$ cat src/rtl/ysyx_23060203_pc_gen_if.sv
// rtl/ysyx_23060203_pc_gen_if.sv - fetch request/response port between PC generator and IFU
interface ysyx_23060203_pc_gen_if #(
  parameter int XLEN = 32
) ();
  logic            pc_valid;
  logic            pc_ready;
  logic [XLEN-1:0] pc_addr;
  logic            pc_epoch;
  logic            rsp_valid;

  // PC generator side drives the request, IFU side accepts and returns responses
  modport master (output pc_valid, pc_addr, pc_epoch, input pc_ready, rsp_valid);
  modport slave  (input pc_valid, pc_addr, pc_epoch, output pc_ready, rsp_valid);
endinterface

$ cat src/rtl/ysyx_23060203_pc_gen.sv
// rtl/ysyx_23060203_pc_gen.sv - PC generator with redirects, epoch tagging and outstanding-fetch limit
module ysyx_23060203_pc_gen #(
  parameter int              XLEN        = 32,
  parameter logic [XLEN-1:0] RESET_VEC   = 'h8000_0000,
  parameter int              FETCH_BYTES = 4,
  parameter int              IALIGN      = 32,
  parameter int              MAX_OUTST   = 2
) (
  input  logic                   clk,
  input  logic                   rst,
  ysyx_23060203_pc_gen_if.master fetch,
  input  logic                   stall,
  input  logic                   redir_valid,
  input  logic                   redir_sel,
  input  logic [XLEN-1:0]        redir_pc,
  input  logic [XLEN-1:0]        redir_base,
  input  logic [XLEN-1:0]        redir_off,
  input  logic                   trap_valid,
  input  logic [XLEN-1:0]        trap_vec,
  output logic [2:0]             outst_cnt,
  output logic                   proto_err
);

  typedef enum logic {BOOT, RUN} state_t;

  localparam logic [XLEN-1:0] ALIGN_MASK  = (IALIGN == 16) ? ~XLEN'(1) : ~XLEN'(3);
  localparam logic [XLEN-1:0] STEP        = XLEN'(FETCH_BYTES);
  localparam logic [2:0]      OUTST_LIMIT = 3'(MAX_OUTST);

  state_t          state_q, state_d;
  logic [XLEN-1:0] pc_q, pc_d;
  logic            epoch_q, epoch_d;
  logic [2:0]      cnt_q, cnt_d;
  logic            perr_q, perr_d;

  logic            req_valid;
  logic            handshake;
  logic [XLEN-1:0] redir_target;

  assign req_valid      = (state_q == RUN) && !stall && (cnt_q < OUTST_LIMIT);
  assign handshake      = req_valid && fetch.pc_ready;
  assign redir_target   = ((redir_sel ? redir_base : redir_pc) + redir_off) & ALIGN_MASK;

  assign fetch.pc_valid = req_valid;
  assign fetch.pc_addr  = pc_q;
  assign fetch.pc_epoch = epoch_q;
  assign outst_cnt      = cnt_q;
  assign proto_err      = perr_q;

  // Next-state: boot sequencing, redirect priority over sequential advance, slot accounting
  always_comb begin
    state_d = state_q;
    pc_d    = pc_q;
    epoch_d = epoch_q;
    cnt_d   = cnt_q;
    perr_d  = perr_q;

    case (state_q)
      BOOT:    state_d = RUN;
      RUN: begin
        state_d = RUN;
        if (trap_valid) begin
          pc_d    = trap_vec & ALIGN_MASK;
          epoch_d = ~epoch_q;
        end else if (redir_valid) begin
          pc_d    = redir_target;
          epoch_d = ~epoch_q;
        end else if (handshake) begin
          pc_d    = pc_q + STEP;
        end
      end
      default: state_d = BOOT;
    endcase

    // A response with nothing in flight is a protocol violation; the count saturates at zero
    if (fetch.rsp_valid && (cnt_q == 3'd0)) perr_d = 1'b1;
    if (handshake && !fetch.rsp_valid) begin
      cnt_d = cnt_q + 3'd1;
    end else if (!handshake && fetch.rsp_valid && (cnt_q != 3'd0)) begin
      cnt_d = cnt_q - 3'd1;
    end
  end

  // State registers with synchronous reset that also discards in-flight bookkeeping
  always_ff @(posedge clk) begin
    if (rst) begin
      state_q <= BOOT;
      pc_q    <= RESET_VEC;
      epoch_q <= 1'b0;
      cnt_q   <= 3'd0;
      perr_q  <= 1'b0;
    end else begin
      state_q <= state_d;
      pc_q    <= pc_d;
      epoch_q <= epoch_d;
      cnt_q   <= cnt_d;
      perr_q  <= perr_d;
    end
  end

endmodule
$ cat src/flat_wrapper.sv
// flat-port wrapper written by rule: the top's interface ports become plain ports
module ysyx_23060203_pc_gen_flat 
#(
  parameter int              XLEN        = 32,
  parameter logic [XLEN-1:0] RESET_VEC   = 'h8000_0000,
  parameter int              FETCH_BYTES = 4,
  parameter int              IALIGN      = 32,
  parameter int              MAX_OUTST   = 2
)
  (clk, rst, stall, redir_valid, redir_sel, redir_pc, redir_base, redir_off, trap_valid, trap_vec, outst_cnt, proto_err, fetch_pc_valid, fetch_pc_addr, fetch_pc_epoch, fetch_pc_ready, fetch_rsp_valid);
  ysyx_23060203_pc_gen_if #(.XLEN(XLEN)) fetch_i ();
  input  logic clk;
  input  logic rst;
  input  logic stall;
  input  logic redir_valid;
  input  logic redir_sel;
  input  logic [XLEN-1:0] redir_pc;
  input  logic [XLEN-1:0] redir_base;
  input  logic [XLEN-1:0] redir_off;
  input  logic trap_valid;
  input  logic [XLEN-1:0] trap_vec;
  output logic [2:0] outst_cnt;
  output logic proto_err;
  output wire logic [$bits(fetch_i.pc_valid)-1:0] fetch_pc_valid;
  output wire logic [$bits(fetch_i.pc_addr)-1:0] fetch_pc_addr;
  output wire logic [$bits(fetch_i.pc_epoch)-1:0] fetch_pc_epoch;
  input wire logic [$bits(fetch_i.pc_ready)-1:0] fetch_pc_ready;
  input wire logic [$bits(fetch_i.rsp_valid)-1:0] fetch_rsp_valid;
  assign fetch_pc_valid = fetch_i.pc_valid;
  assign fetch_pc_addr = fetch_i.pc_addr;
  assign fetch_pc_epoch = fetch_i.pc_epoch;
  assign fetch_i.pc_ready = fetch_pc_ready;
  assign fetch_i.rsp_valid = fetch_rsp_valid;
  ysyx_23060203_pc_gen #(.XLEN(XLEN), .RESET_VEC(RESET_VEC), .FETCH_BYTES(FETCH_BYTES), .IALIGN(IALIGN), .MAX_OUTST(MAX_OUTST)) u_core (.clk(clk), .rst(rst), .fetch(fetch_i), .stall(stall), .redir_valid(redir_valid), .redir_sel(redir_sel), .redir_pc(redir_pc), .redir_base(redir_base), .redir_off(redir_off), .trap_valid(trap_valid), .trap_vec(trap_vec), .outst_cnt(outst_cnt), .proto_err(proto_err));
endmodule
$ cat config.mk
export PLATFORM = sky130hd
export DESIGN_NAME = ysyx_23060203_pc_gen_flat
export DESIGN_NICKNAME = d
export VERILOG_FILES = /design/src/rtl/ysyx_23060203_pc_gen_if.sv /design/src/rtl/ysyx_23060203_pc_gen.sv /design/src/flat_wrapper.sv
export SDC_FILE = /design/constraint.sdc
export NUM_CORES = 1
export LEC_CHECK = 0
export ABC_AREA = 1
export CAP_MARGIN = 20
export CORE_MARGIN = 8
export CORE_UTILIZATION = 35
export DETAILED_ROUTE_END_ITERATION = 10
export GPL_TIMING_DRIVEN = 0
export PLACE_DENSITY = 0.67
export SLEW_MARGIN = 20
export SYNTH_ARGS = -nofsm -noshare
export SYNTH_HDL_FRONTEND = slang
export SYNTH_SLANG_ARGS = --single-unit
$ cat constraint.sdc
create_clock -name clk -period 2.35 [get_ports clk]
set_input_delay 0.47 -clock clk [delete_from_list [all_inputs] [get_ports clk]]
set_output_delay 0.47 -clock clk [all_outputs]
set_load 0.005 [all_outputs]
==> results.json <==
{
  "status": "completed",
  "finalNetCount": 1333,
  "crit_type": "primary input to flop",
  "die_h_um": 137.0,
  "post-route-drc-count": 0,
  "hold_start": "u_core.proto_err",
  "ys_seq_area_frac": 0.1407,
  "fin_cells": 1350,
  "ys_types": 40,
  "r2r-start": "u_core.fetch.pc_addr[11]",
  "dr_total_vias": 6976,
  "period_share": 0.9811,
  "reg2reg_depth": 10,
  "holdCritPathClass": "flop to flop",
  "initial_utilization": 0.3550,
  "grt_max_degree": 13,
  "rsz0062_at_grt": "yes",
  "cts.sinks": 36,
  "via_per_inst": 5.167,
  "core_sq_um": 14420,
  "maxCapViolCount": 0,
  "groute.usage.overall": 0.2121,
  "cts_tree": "yes",
  "period_needed_ps": 2306,
  "hold_end": "u_core.proto_err",
  "syn_avg_cell_area_sq_um": 5.340,
  "hpwl_um": 16940,
  "numPortBuffers": 167,
  "synth_area_sq_um": 5121,
  "drtIter0Drc": 459,
  "grt_pass1_vias": 6381,
  "clk_latency_ps": 290,
  "setup_violations": 0,
  "antenna_found_initial": 0,
  "leakage_nw": 3.954,
  "dr.max_layer_used": "met4",
  "final_cell_mix": "263 x nand2_1, 141 x clkdlybuf4s50_1, 95 x nor2_1, 80 x inv_1, 73 x a21oi_1",
  "dieArea_sq_um": 18760,
  "worstMarginPinSlew_ps": 625.4,
  "wl_um": 22760,
  "die_w_um": 137.0,
  "hold_buffers": 0,
  "crit_arrival_ps": 2500,
  "tns_ps": 0,
  "reg2reg_slack_ps": 310,
  "cts_buffers": 5,
  "crit_path_end_kind": "flop",
  "insertedDiodeCount": 0,
  "wl_met3_um": 1409,
  "max_freq_mhz": 433.7,
  "cp_max_fo": 4,
  "drv_slew": 0,
  "cp-start-kind": "primary input",
  "gp_congestion": 0.9282,
  "peakVddDrop_v": 0.0002534,
  "row_count": 44,
  "finalHoldViolations": 0,
  "ys_ff_latch": 36,
  "cp.required_ps": 2540,
  "cts_root_buf": "clkbuf_16",
  "synthToLayoutAreaGrowth_pct": 72.51,
  "io_pins": 174,
  "regToRegEndpoint": "u_core.fetch.pc_addr[14]",
  "final_antenna_net_count": 0,
  "first_pass_iters": 5,
  "grt_overflow": 0,
  "placed_cells": 1311,
  "layout_commonest_cell": "nand2_1",
  "nFillCells": 1332,
  "relSlewSlack": 0.5830,
  "wire_per_inst_um": 16.86,
  "grt_pass1_wl_um": 31920,
  "synthCells": 959,
  "p_per_area_nw_per_um2": 424.2,
  "htreeDepth": 2,
  "clkTransAtPathRegs_ps": 60,
  "finClkSkew_ps": 7.217,
  "clock_path_buffers": 2,
  "yosys_warnings": 0,
  "drive_gt1_frac": 0.2530,
  "wl_met2_um": 11160,
  "drt-met1-wl_um": 9885,
  "min_path_cells": 2
}
[power by group]
| group | switching (mW) | leakage (nW) | internal (mW) |
|---|---|---|---|
| logic | 1.17 | 3.58 | 1.02 |
| clock network | 0.271 | 0.0798 | 0.498 |
| registers | 0.0968 | 0.297 | 0.684 |
| total | 1.54 | 3.95 | 2.21 |
[per-layer routing]
| layer | global-route usage | vias to the layer above |
|---|---|---|
| li1 | - | 3518 |
| met1 | 0.2818 | 3190 |
| met2 | 0.3519 | 240 |
| met3 | 0.03488 | 28 |
| met4 | 0.04345 | 0 |
| met5 | 0 | - |
[repair_timing]
item | 4_1_cts | 5_1_grt
endpoints found under the hold margin | 0 | 0
pin swaps | 3 | 129
buffers inserted | 3 | 28
gates resized for setup | 55 | 304
endpoints found under the setup margin | 22 | 26
[stage by stage]
step                hold WS (ps)  instance area [sq um]  setup slack (ps)    util  power (mW)
floorplan                  446.2                   5126             11.92       -       1.663
global placement           446.9                   7028            -550.9  0.4872       2.311
detailed placement         453.3                   7028            -569.7  0.4872       2.325
CTS                        461.9                   7452            -9.892  0.5167       3.193
global route               474.4                   8835            -86.74  0.6125       3.973
finish                     456.4                   8835             44.34  0.6125       3.747
[registers in the layout, indices dropped and copies added (netlist names)]
register and count:
u_core.fetch.pc_addr 30, u_core.outst_cnt 3, u_core.fetch.pc_epoch 1, u_core.proto_err 1
u_core.state_q 1
[worst max-delay path by stage]
stage | to | slack, ps | startpoint
2_1_floorplan | u_core.fetch.pc_addr[27] | 10 | redir_sel
3_3_place_gp | u_core.fetch.pc_addr[31] | -550 | redir_sel
3_5_place_dp | u_core.fetch.pc_addr[31] | -570 | redir_sel
4_1_cts | u_core.fetch.pc_addr[31] | -10 | redir_pc[2]
5_1_grt | u_core.fetch.pc_addr[31] | -90 | redir_pc[17]
6_report | u_core.fetch.pc_addr[31] | 40 | redir_base[18]
[critical path, stage by stage]
cell and delay (ps):
clkdlybuf4s50_1 460, nand2_1 70, nand2_2 100, ha_4 220, a21oi_2 170, o21ai_1 130
nand2_1 110, a21oi_1 80, nor2_2 170, nand2_1 80, nand2_1 70, nand3_2 120
nand2_2 90, nand2_1 50, nand2_1 50, nand2_1 40
[kinds of logic (layout without fill, tap and decap cells)]
logic type               after synthesis  count (layout)  share of synthesized area
buffers and inverters                122             328                     0.1007
AND/OR/NAND/NOR                      568             568                     0.4574
flip-flops                            36              36                     0.1407
AO/OA/AOI/OAI                        177             177                     0.1815
adder cells (fa/ha/maj)               32              32                    0.07965
other                                  1               2                  0.0007323
XOR/XNOR                              23              23                    0.03933
[synthesized netlist by cell type (all sizes together)]
master,n,area share
xnor2,7,0.012
o21ai,53,0.053
buf,16,0.021
inv,90,0.066
dfxtp,36,0.14
o21bai,4,0.0059
nand2,350,0.26
o211ai,1,0.0015
or2,1,0.0012
a21o,3,0.0044
nand2b,1,0.0012
or3,1,0.0012
a21boi,1,0.0015
nand3b,9,0.013
fa,1,0.0039
clkbuf,16,0.014
nor3,21,0.024
a221oi,2,0.0034
ha,31,0.076
a31oi,1,0.0012
xor2,16,0.027
nor2,125,0.093
conb,1,0.00073
nor4,4,0.0049
o21a,2,0.0029
nand3,49,0.049
nand4,7,0.0086
a21oi,110,0.11
[layout make-up]
class	count	area (sq um)	share of cell area
Clock buffer	5	125.1	0.01416
Clock inverter	3	42.54	0.004815
Tap cell	184	230.2	0.02606
Inverter	90	345.3	0.03909
Timing Repair Buffer	198	1982	0.2243
Buffer	32	200.2	0.02266
Sequential cell	36	720.7	0.08157
Multi-Input combinational cell	802	5189	0.5873
No activity file was read; power rests on OpenSTA's default activity.
==> variant 1 (same flow settings) <==
Register the output `outst_cnt` once more; this adds one clock of latency there. The other outputs are not delayed to match.
--- a/src/rtl/ysyx_23060203_pc_gen.sv
+++ b/src/rtl/ysyx_23060203_pc_gen.sv
@@ -44,7 +44,9 @@
   assign fetch.pc_valid = req_valid;
   assign fetch.pc_addr  = pc_q;
   assign fetch.pc_epoch = epoch_q;
-  assign outst_cnt      = cnt_q;
+  always_ff @(posedge clk) begin
+    outst_cnt <= cnt_q;
+  end
   assign proto_err      = perr_q;
 
   // Next-state: boot sequencing, redirect priority over sequential advance, slot accounting
Check against the original RTL: not equivalent (a bounded check fails within 4 cycles, from zero or initial values and one cycle with rst high).
==> variant 1 against the original RTL <==
- the flow now finishes with violations (setup timing)
- sequential power grew 10%
- design area is 4.0% lower
- routed wire length shrank 4.8%
- sequential cell count grew 3
- worst setup slack worse by 0.055 ns
- area after synthesis is 0.37% higher
- power fell by 0.57%
- critical path depth is 3 lower
==> variant 1: results (changes against the original RTL) <==
* Setup TNS at -0.0110 ns (-0.0110 ns)
* Nets at 1302 (-2.3%)
* FFs & Latches at 39 (+8.3%)
* Invs w/o clock at 77 (-14%)
* Via density at 5.25 (+1.7%)
* Xor/xnor share of the synthesized area at 0.0358 (-0.00355)
* Failing checks: setup timing
* Place WS at -0.608 ns (-0.0381 ns)
* Met3 Use GR at 0.0438 (+0.00889)
* Placed cell areas at 7050 µm² (+0.25%)
* Final setup vio count at 1 (+1)
* Compound-cell area share of the yosys netlist at 0.181 (about the same)
* HP Start: u_core.cnt_q[2]
* Most frequent cells after synthesis: 344 x nand2_1, 106 x nor2_1, 98 x a21oi_1, 70 x inv_1, 57 x nand3_1
* DP HPWL at 16500 µm (-2.8%)
* Cells after DPL at 1296 (-1.1%)
* CP top delay family: compound AO/OA/AOI/OAI gates
* Global Route Usage Sum at 0.210 (-0.00186)
* Final wirelength at 21700 µm (-4.8%)
* Routing usage on met2 at 0.347 (-0.00515)
* Largest net degree at the start of global routing at 15 (+2)
* Clock-cell share at 0.0203 (+0.00137)
* Reg2Reg Launch Point: u_core.fetch.pc_addr[3]
* Worst slew pin tran at 0.595 ns (-0.0300 ns)
* Status: complete, but fails checks
* Multi-input gates at 799 (-0.37%)
* Adder-cell area share of the yosys netlist at 0.0794 (-0.000291)
* Post-synthesis sequential area ratio at 0.152 (+0.0112)
* Share of cells above drive strength 1 at 0.229 (-0.0239)
* Worst setup margin at -0.0110 ns (-0.0553 ns)
* Leak pwr at 3.61 nW (-8.7%)
* Non-CTS buffers at 212 (-7.8%)
variant 1: power groups by stage:
stage                     combinational [mW]  sequential [mW]  clock [mW]
after global routing                    2.24            0.873       0.853
final                                   2.06            0.859       0.807
after global placement                  1.51            0.871           0
after detailed placement                1.52            0.872           0
after floorplan                        0.882            0.849           0
after CTS                               1.59            0.858       0.813
variant 1: per-layer routing:
| layer | vias to the layer above | part of all wire |
|---|---|---|
| met2 | 268 | 0.48 |
| met3 | 34 | 0.076 |
| li1 | 3466 | - |
| met1 | 3161 | 0.43 |
| met4 | 0 | 0.020 |
| met5 | - | 0 |
variant 1: repair_timing:
action | in CTS | in global routing
endpoints found under the setup margin | 23 | 24
setup buffers | 2 | 13
pin swaps | 2 | 73
gates resized for setup | 33 | 253
cloned | 0 | 0
==> variant 2 (same flow settings) <==
Made on the original files. `RESET_VEC` is set to 'h8000_0000 in 2 places; all go to 'h60000000.
--- a/src/rtl/ysyx_23060203_pc_gen.sv
+++ b/src/rtl/ysyx_23060203_pc_gen.sv
@@ -1,7 +1,7 @@
 // rtl/ysyx_23060203_pc_gen.sv - PC generator with redirects, epoch tagging and outstanding-fetch limit
 module ysyx_23060203_pc_gen #(
   parameter int              XLEN        = 32,
-  parameter logic [XLEN-1:0] RESET_VEC   = 'h8000_0000,
+  parameter logic [XLEN-1:0] RESET_VEC   = 'h60000000,
   parameter int              FETCH_BYTES = 4,
   parameter int              IALIGN      = 32,
   parameter int              MAX_OUTST   = 2
--- a/src/flat_wrapper.sv
+++ b/src/flat_wrapper.sv
@@ -2,7 +2,7 @@
 module ysyx_23060203_pc_gen_flat 
 #(
   parameter int              XLEN        = 32,
-  parameter logic [XLEN-1:0] RESET_VEC   = 'h8000_0000,
+  parameter logic [XLEN-1:0] RESET_VEC   = 'h60000000,
   parameter int              FETCH_BYTES = 4,
   parameter int              IALIGN      = 32,
   parameter int              MAX_OUTST   = 2
Check against the original RTL: not equivalent (Yosys sat finds a counterexample within 4 cycles, from zero or initial values and one cycle with rst high).
==> variant 2 against the original RTL <==
- the flow now finishes with violations (setup timing)
- combinational power decreased by 8%
- area after synthesis up 1.0%
- largest power group unchanged
- worst setup slack lost 0.059 ns
- via count down 1.4%
- largest cell class unchanged
- sequential cell count stayed put
- routed wire length is 2.3% lower
- count of clock-buffer cells in the layout up 2
- power fell by 2.6%
- design area is 4.2% lower
- critical path type unchanged
==> variant 2: results (changes against the original RTL) <==
* CP peak stage delay at approximately 0.45 ns
* Status: complete, but fails checks
* Share of cells above drive strength 1 at 0.227 (-0.0257)
* Critical path's slowest cell: clkdlybuf4s50_1
* Number of global-route vias before repair at 6427 (+0.72%)
* Final hold slack at 0.451 ns (-0.00531 ns)
* RR Endpoint: u_core.fetch.pc_addr[18]
* Synth cell types at 41 (+2.5%)
* Worst-Skew Late Latency at 0.29 ns (about the same)
* Via density at 5.09 (-1.4%)
* Failing checks: setup timing
* First-pass GRT wire length at 32900 µm (+3.2%)
* Place WS at -0.647 ns (-0.0777 ns)
* RePlAce Congestion at 0.950 (+2.4%)
* Largest net degree at the start of global routing at 12 (-1)
* Post-synth ARST share at 0 (unchanged)
* Worst slew pin tran at 0.612 ns (-0.0134 ns)
* Max reg flops at 30 (unchanged)
* Deepest clock path buffer count at 2 (unchanged)
* Most frequent cells after synthesis: 319 x nand2_1, 124 x nor2_1, 105 x a21oi_1, 74 x inv_1, 57 x nand3_1
* Maximum VDD drop at 0.360 mV (+42%)
* R2r setup slk at 0.28 ns (-0.03 ns)
* Final setup vio count at 1 (+1)
* DR iter-0 viols at 468 (+2.0%)
* Worst setup margin at -0.0146 ns (-0.0590 ns)
* DP HPWL at 17500 µm (+3.4%)
* Global Route Usage Sum at 0.219 (+0.00709)
* Synth top area cells: nand2_1 23%, dfxtp_1 14%, a21oi_1 10%, nor2_1 9.0%, ha_1 7.5%
* Internal power at 2.20 mW (-0.39%)
* Final wirelength at 22200 µm (-2.3%)
* I/O Buffers at 166 (-0.60%)
* Reg2Reg Launch Point: u_core.fetch.pc_addr[2]
* Leak pwr at 3.75 nW (-5.1%)
* Post-synthesis sequential area ratio at 0.139 (-0.00140)
* Clock Skew at 0.0101 ns (+0.00288 ns)
* Register-to-Register Path Depth at 12 (+2)
-- variant 2: how the worst max path moves through the flow --
stage / start / to / slack (ns) / depth (start not counted)
5_1_grt: redir_sel / u_core.fetch.pc_addr[31] / -0.13 / 17
3_5_place_dp: redir_sel / u_core.fetch.pc_addr[25] / -0.65 / 17
2_1_floorplan: redir_sel / u_core.fetch.pc_addr[27] / 0.03 / 16
3_3_place_gp: redir_sel / u_core.fetch.pc_addr[31] / -0.62 / 18
6_report: redir_base[14] / u_core.fetch.pc_addr[31] / -0.01 / 15
4_1_cts: redir_base[6] / u_core.fetch.pc_addr[25] / -0.01 / 16
-- variant 2: what timing repair did --
item                                    4_1_cts  5_1_grt
endpoints found under the setup margin       25       25
gates resized for setup                      67      170
buffers inserted                              8       24
pin swaps                                    10       59
-- variant 2: power groups by stage --
stage	clock network (mW)	logic [mW]	registers [mW]
finish	0.840	2.03	0.783
global route	0.875	2.21	0.794
CTS	0.844	1.72	0.782
floorplan	0	0.908	0.775
global placement	0	1.55	0.796
detailed placement	0	1.56	0.795
-- variant 2: metrics by stage --
stage	area [µm²]	setup TNS [ns]	total power [mW]	cells	utilization
2_1_floorplan	5180	0	1.68	960	-
3_3_place_gp	7070	-12.64	2.34	1310	0.488
3_5_place_dp	7070	-13.86	2.35	1310	0.488
4_1_cts	7670	-0.00966	3.34	1326	0.530
5_1_grt	8460	-1.06	3.88	1350	0.585
6_report	8460	-0.0146	3.65	1350	0.585
-- variant 2: cells by family after synthesis --
family          Yosys count  share of synthesized area
flops                    36                      0.139
fa+ha+maj                32                     0.0789
buf+inv                 125                     0.0970
xor+xnor                 21                     0.0356
simple gates            569                      0.470
compound gates          175                      0.178
other cells               1                   0.000725
-- variant 2: critical path, delay by kind of cell --
| kind | cells | cell delay (ns) |
|---|---|---|
| and+or+nand+nor | 9 | 0.79 |
| AOI/OAI and AO/OA | 4 | 0.63 |
| buffers and inverters | 1 | 0.45 |
| adders and majority gates | 1 | 0.24 |
-- variant 2: cell type report --
class                      instances  area [µm²]
buffer                            32         166
inverter                          93         354
clock inverter                     1        30.0
sequential                        36         721
fill                            1464        6020
tap                              184         230
multi-input combinational        799        4860
clock buffer                       7         153
timing repair buffer             198        1950
-- variant 2: routing by layer --
metal  GRT usage  wire, µm  vias to the layer above
met5           0         0                        -
met4      0.0332       236                        0
met3      0.0310      1280                       19
met2       0.371     10700                      202
met1       0.292     10100                     3138
li1            -         -                     3517
